## config.mk

```make
export PLATFORM = sky130hd
export DESIGN_NAME = uart_tx_queue
export DESIGN_NICKNAME = d
export VERILOG_FILES = /design/src/rtl/uart_pkg.sv /design/src/rtl/uart_sync_fifo.sv /design/src/rtl/uart_tx_queue.sv
export SDC_FILE = /design/constraint.sdc
export NUM_CORES = 1
export LEC_CHECK = 0
export ABC_CLOCK_PERIOD_IN_PS = 3100
export CORE_MARGIN = 8
export CORE_UTILIZATION = 39
export CTS_CLUSTER_SIZE = 16
export DETAILED_ROUTE_END_ITERATION = 16
export PLACE_DENSITY_LB_ADDON = 0.3
export SLEW_MARGIN = 0
export SYNTH_ARGS = -nofsm -noshare
export SYNTH_HDL_FRONTEND = slang
export SYNTH_SLANG_ARGS = --single-unit
```

## constraint.sdc

```tcl
create_clock -name clk -period 3.1 [get_ports clk]
set_input_delay 0.62 -clock clk [delete_from_list [all_inputs] [get_ports clk]]
set_output_delay 0.62 -clock clk [all_outputs]
set_load 0.02 [all_outputs]
```

## src/rtl/uart_pkg.sv

```systemverilog
// uart_pkg: shared UART transmit-queue FSM states and data-width default
package uart_pkg;
    localparam int UART_DATA_W = 8;
    typedef enum logic [1:0] {IDLE, LAUNCH, WAIT_BUSY, WAIT_DONE} txq_state_e;
endpackage

```

## src/rtl/uart_sync_fifo.sv

```systemverilog
// uart_sync_fifo: synchronous FIFO with registered full/empty/count and a combinational read port
module uart_sync_fifo
    import uart_pkg::*;
#(
    parameter int DEPTH  = 16,
    parameter int DATA_W = UART_DATA_W
) (
    input  logic                     clk,
    input  logic                     rstn,
    input  logic                     push,
    input  logic [DATA_W-1:0]        wr_data,
    input  logic                     pop,
    output logic [DATA_W-1:0]        rd_data,
    output logic                     full,
    output logic                     empty,
    output logic [$clog2(DEPTH):0]   count
);
    localparam int AW = $clog2(DEPTH);
    localparam int CW = AW + 1;
    logic [DATA_W-1:0] mem_q [DEPTH];
    logic [AW-1:0] wr_ptr_q, wr_ptr_d, rd_ptr_q, rd_ptr_d;
    logic [CW-1:0] count_q, count_d;
    logic full_q, full_d, empty_q, empty_d, do_push, do_pop;
    // Pushes are gated by the registered full flag, so a pop on the same edge cannot make room
    always_comb begin
        do_push  = push && !full_q;
        do_pop   = pop && !empty_q;
        wr_ptr_d = wr_ptr_q + AW'(do_push);
        rd_ptr_d = rd_ptr_q + AW'(do_pop);
        count_d  = count_q + CW'(do_push) - CW'(do_pop);
        full_d   = count_d == CW'(DEPTH);
        empty_d  = count_d == '0;
    end
    always_ff @(posedge clk) begin
        if (!rstn) begin
            wr_ptr_q <= '0;
            rd_ptr_q <= '0;
            count_q  <= '0;
            full_q   <= 1'b0;
            empty_q  <= 1'b1;
        end else begin
            wr_ptr_q <= wr_ptr_d;
            rd_ptr_q <= rd_ptr_d;
            count_q  <= count_d;
            full_q   <= full_d;
            empty_q  <= empty_d;
        end
    end
    always_ff @(posedge clk) begin
        if (do_push) mem_q[wr_ptr_q] <= wr_data;
    end
    assign rd_data = mem_q[rd_ptr_q];
    assign full    = full_q;
    assign empty   = empty_q;
    assign count   = count_q;
endmodule

```

## src/rtl/uart_tx_queue.sv

```systemverilog
// uart_tx_queue: host byte queue feeding a UART transmitter; UART_TXQ_OVERFLOW_EN enables the sticky overflow flag
module uart_tx_queue
    import uart_pkg::*;
#(
    parameter int DEPTH  = 16,
    parameter int DATA_W = UART_DATA_W
) (
    input  logic                     clk,
    input  logic                     rstn,
    input  logic                     wr_en,
    input  logic [DATA_W-1:0]        wr_data,
    output logic                     full,
    output logic                     empty,
    output logic [$clog2(DEPTH):0]   count,
    output logic                     overflow,
    input  logic                     ovf_clr,
    input  logic                     tx_busy,
    output logic                     send,
    output logic [DATA_W-1:0]        send_data
);
    txq_state_e state_q, state_d;
    logic send_q, send_d, pop, ovf_q, ovf_d;
    logic [DATA_W-1:0] send_data_q, send_data_d, rd_data;
    uart_sync_fifo #(.DEPTH(DEPTH), .DATA_W(DATA_W)) u_fifo (
        .clk(clk), .rstn(rstn), .push(wr_en), .wr_data(wr_data), .pop(pop),
        .rd_data(rd_data), .full(full), .empty(empty), .count(count)
    );
    // The pop and the send strobe are produced together on the IDLE->LAUNCH edge
    always_comb begin
        state_d     = state_q;
        send_d      = 1'b0;
        send_data_d = send_data_q;
        pop         = 1'b0;
        unique case (state_q)
            IDLE: if (!empty && !tx_busy) begin
                state_d     = LAUNCH;
                send_d      = 1'b1;
                send_data_d = rd_data;
                pop         = 1'b1;
            end
            LAUNCH:    state_d = WAIT_BUSY;
            WAIT_BUSY: state_d = tx_busy ? WAIT_DONE : WAIT_BUSY;
            WAIT_DONE: state_d = tx_busy ? WAIT_DONE : IDLE;
            default:   state_d = IDLE;
        endcase
    end
`ifdef UART_TXQ_OVERFLOW_EN
    assign ovf_d = (wr_en && full) ? 1'b1 : ovf_clr ? 1'b0 : ovf_q;
`else
    logic unused_ovf_clr;
    assign unused_ovf_clr = ovf_clr;
    assign ovf_d = 1'b0;
`endif
    always_ff @(posedge clk) begin
        if (!rstn) begin
            state_q     <= IDLE;
            send_q      <= 1'b0;
            send_data_q <= '0;
            ovf_q       <= 1'b0;
        end else begin
            state_q     <= state_d;
            send_q      <= send_d;
            send_data_q <= send_data_d;
            ovf_q       <= ovf_d;
        end
    end
    assign send      = send_q;
    assign send_data = send_data_q;
    assign overflow  = ovf_q;
endmodule
```

# Word level (Yosys, flattened, before mapping)
# Memory sizes are Yosys's and may differ from the RTL's. A register that Yosys moved wholly into a read port is not among the register bits.
# Index checks and enable logic that the tools add are counted.
# totals
memories	1
in_bits	13
ff_bits	18
out_inout_bits	17
mem_bits_rw	128
wordCells	35
# mem_list
memory	depth	word_bits	rd	rd_clocked_by_memory_dff	write_ports	line	rtl
u_fifo.mem_q	16	8	1	1	1	uart_sync_fifo.sv:20	logic [DATA_W-1:0] mem_q [DEPTH];
# op_classes
add_sub_neg	4
n_eq_ne	5
reduce_logical	10
muxes	8
# ops
cell	count
4-bit by 1-bit adder with 4-bit output	2
2-bit case mux with 4 select lines	1
5-bit by 1-bit adder with 5-bit output	1
5-bit equality test, second input constant	1
5-bit zero test	1
1-bit 2-to-1 mux	5
5-bit by 1-bit subtractor with 5-bit output	1
2-bit equality test, second input constant	2
1-bit zero test	4
2-bit 2-to-1 mux	2
1-bit logical AND	3
2-bit by 1-bit equality test with 1-bit output, second input constant	1
2-bit zero test	1
2-bit != test, second input constant	1
2-bit AND reduction	1

# Logic depth before layout (Yosys ltp)
# logic_depth
depth_word	7
ltp_mapped	10

# Cells and area by module
# Synthesis repeated with hierarchy kept, for this count alone.
# unflattened
cells_unflattened	335
area_unflattened_um2	6103.4
# modules_own_cells
module	cells_each	seq_area_each_um2	area_each_um2	instances
uart_sync_fifo	288	4144.0	5654.2	1
uart_tx_queue	47	220.2	449.2	1

# Least setup slack after synthesis
# Ideal clock, no wire load.
# synth_timing
kind	input to register
from	input tx_busy
to	register u_fifo.full_q, in the netlist u_fifo.full
path_buffers	0
stages	10
t_arrival_ps	2616
slack_ps	393
cell_sequence	or4_4 -> clkinv_2 -> ha_1 -> inv_1 -> ha_1 -> fa_1 -> a21o_1 -> a21oi_1 -> xnor2_1 -> nor4bb_1
# synth_via
elab_chain_len	7
# synth_lines
item	line	rtl
from (decl)	uart_tx_queue.sv:17	input logic tx_busy,
1-bit zero test	uart_tx_queue.sv:35	IDLE: if (!empty && !tx_busy) begin
1-bit logical AND	uart_tx_queue.sv:35	
1-bit 2-to-1 mux	uart_tx_queue.sv:35	
1-bit 2-to-1 mux	--	
1-bit logical AND	uart_sync_fifo.sv:27	do_pop = pop && !empty_q;
5-bit by 1-bit subtractor with 5-bit output	uart_sync_fifo.sv:30	count_d = count_q + CW'(do_push) - CW'(do_pop);
5-bit equality test	uart_sync_fifo.sv:31	full_d = count_d == CW'(DEPTH);
to (signal assigned)	uart_sync_fifo.sv:45	full_q <= full_d;
to (decl)	uart_sync_fifo.sv:23	logic full_q, full_d, empty_q, empty_d, do_push, do_pop;
# No other way between the ends.
# A chain may end at the register's enable or synchronous reset.

# Worst setup path after layout
# Same ends and word-level chain as after synthesis.

==> impl_metrics.ini <==
[global_routing]
grtUsageTotal_pct = 12.5
grt_pass1_wl_um = 18000
antenna_found_initial = 0
top_usage_layer = met2
gr-usage-met3_pct = 3.78
grt_overflow = 0
met1_usage_pct = 15.6
grt_max_degree = 35
grt_pass1_vias = 3167
gr-usage-met2_pct = 19.4

[worst_setup_path]
slowest_delay_ns = 0.45
cp.required_ns = 3.44
path_cells = clkdlybuf4s50_1 -> or4_4 -> clkinv_2 -> ha_1 -> inv_1 -> ha_1 -> fa_1 -> a21o_1 -> a21oi_1 -> xnor2_1 -> nor4bb_1
cp_slowest_cell = clkdlybuf4s50_1
crit_arrival_ns = 3.15
cp_max_fo = 3
cp-end-kind = flip-flop
crit_top_cell = ha_1
worstSetupPathType = input pin to flip-flop
timing.critical_path.from_type = input pin

[clock_tree]
clkSinkCount = 154
clock_path_buffers = 2
path_clk_slew_ns = 0.06
cts_tree = done
post_cts_buffers = 0
ctsHtreeMaxLevel = 4
numCtsBuffers = 17
cts_resized = 0
insertion_delay_ns = 0.43
postCtsHoldBufs = 0
cts-root-buf = clkbuf_16

[run_status]
outcome = finished, final reports clean

[sta]
hold_viol = 0
fmax_ghz = 0.356
maxSlewViolCount = 0
setup_viol = 0
finalWorstSetupSlack_ns = 0.291
slew_headroom_pct = 59.8
rsz0062_at_grt = false
period_needed_ns = 2.81
tightest_slew_ns = 0.601
finalCritPeriodShare_pct = 90.6
finClkSkew_ns = 0.00728

[floorplan]
die_area_um2 = 19800
die_y_um = 141
start_util_pct = 40.0
rows = 45
dieWidth_um = 141
core_area_um2 = 15200
pin_count = 30

[yosys]
synth_top_flop_cell = edfxtp_1
synth_cell_type_count = 39
syn_nets = 338
syn_inst = 316
synth-edff-count = 128
syn_area_um2 = 6080
yosys_warnings = 0
yosysSeqAreaShare_pct = 71.8
synthArstFlopShare_pct = 0
ys_ff_latch = 154
syn_area_per_cell_um2 = 19.2

[flow_run]
cap_violations = 0

[cells_and_area]
fin_cells = 570
layout_common_cells = 128 x edfxtp_1, 27 x clkdlybuf4s50_1, 25 x dfxtp_1, 22 x buf_4
syn_to_final_growth_pct = 20.6
drive_above_1_share_pct = 20.2
diodes = 0
nNetsFinal = 391
final_common_cell = edfxtp_1

[routing]
route.detailed.drc = 0
vias_per_cell = 5.21
num_vias = 2970
drt-total-wl_um = 11400
routedWlPerCell_um = 20.0
ant_nets = 0
first_iter_violations = 180
first_pass_iters = 4

[placement]
dp_hpwl_um = 7310
place_inst = 538
pre_cts_ws_ns = -0.140
io_buffer_count = 27
gp_congestion = 0.752

[power]
power_density_nw_per_um2 = 780
peakVddDrop_mv = 0.638
leakage_nw = 2.43

[hold_path]
hold_class = flip-flop to flip-flop
[logic make-up after synthesis]
kind of cell    share of synthesized area, %
compound gates                          2.00
xor+xnor                                1.30
fa+ha+maj                               1.98
buf+inv                                 2.24
flops                                   71.8
mux                                     15.4
other cells                           0.0617
simple gates                            5.17
[power by group]
part | total [mW] | switching, mW | internal [mW] | leakage [nW]
combinational | 0.947 | 0.466 | 0.481 | 0.741
sequential | 2.46 | 0.0904 | 2.37 | 1.37
clock | 2.30 | 0.854 | 1.45 | 0.320
[synthesized netlist by cell type (2+ instances only)]
library cell	n	area share, %
xor2_1	3	0.43
buf_2	6	0.49
buf_6	3	0.56
and2_1	15	1.5
ha_1	8	1.6
nand3_1	10	0.82
mux4_2	17	6.3
edfxtp_1	128	63
clkbuf_1	5	0.31
nor3_1	4	0.33
a21o_1	2	0.25
nand3b_1	2	0.25
o221ai_1	8	1.2
dfxtp_1	26	8.6
mux4_1	15	6.5
mux2i_1	16	2.6
a21oi_1	2	0.16
inv_1	7	0.43
nand2b_1	2	0.21
nand2_1	2	0.12
xnor2_1	6	0.86
nor2_1	12	0.74
[flip-flops by register name, summed over array words and instances (netlist names)]
register         count
u_fifo.empty         1
u_fifo.mem_q       128
u_fifo.wr_ptr_q      4
send                 1
state_q              2
send_data            8
u_fifo.full          1
u_fifo.count         5
u_fifo.rd_ptr_q      4
[cell type report]
type / instances / area (µm²)
clock buffer: 17 / 425
sequential: 154 / 4370
timing repair buffer: 50 / 455
multi-input combinational: 138 / 1580
fill: 1284 / 7880
inverter: 8 / 31.3
tap: 188 / 235
clock inverter: 15 / 236
[worst max-delay path: cells and delay by family]
family,cells,cell delay [ns]
AND/OR/NAND/NOR,2,0.71
adder cells (fa/ha/maj),3,0.72
buffers and inverters,3,0.56
AO/OA/AOI/OAI,2,0.36
XOR/XNOR,1,0.17
[per-layer routing]
layer,wire [µm],share of wire [%]
met5,0,0
met4,170,1.5
met3,645,5.6
met2,5460,48
met1,5150,45
[final timing paths]
kind	startpoint	endpoint	slack, ns	depth (start not counted)
min reg2reg	state_q[0]	state_q[1]	0.48	1
max	tx_busy	u_fifo.full	0.29	11
min	state_q[0]	state_q[1]	0.48	1
max reg2reg	state_q[1]	u_fifo.full	0.48	10
[metrics by stage]
| step | utilization, % | cell area, µm² | hold slack (ns) | total power, mW | TNS [ns] |
|---|---|---|---|---|---|
| CTS | 48.2 | 7320 | 0.481 | 5.77 | 0 |
| global route | 48.2 | 7320 | 0.510 | 5.94 | 0 |
| global placement | 43.8 | 6660 | 0.453 | 3.44 | -0.141 |
| detailed placement | 43.8 | 6660 | 0.479 | 3.47 | -0.218 |
| finish | 48.2 | 7320 | 0.484 | 5.71 | 0 |
| floorplan | - | 6080 | 0.442 | 3.15 | 0 |
No activity file was read; power rests on OpenSTA's default activity.
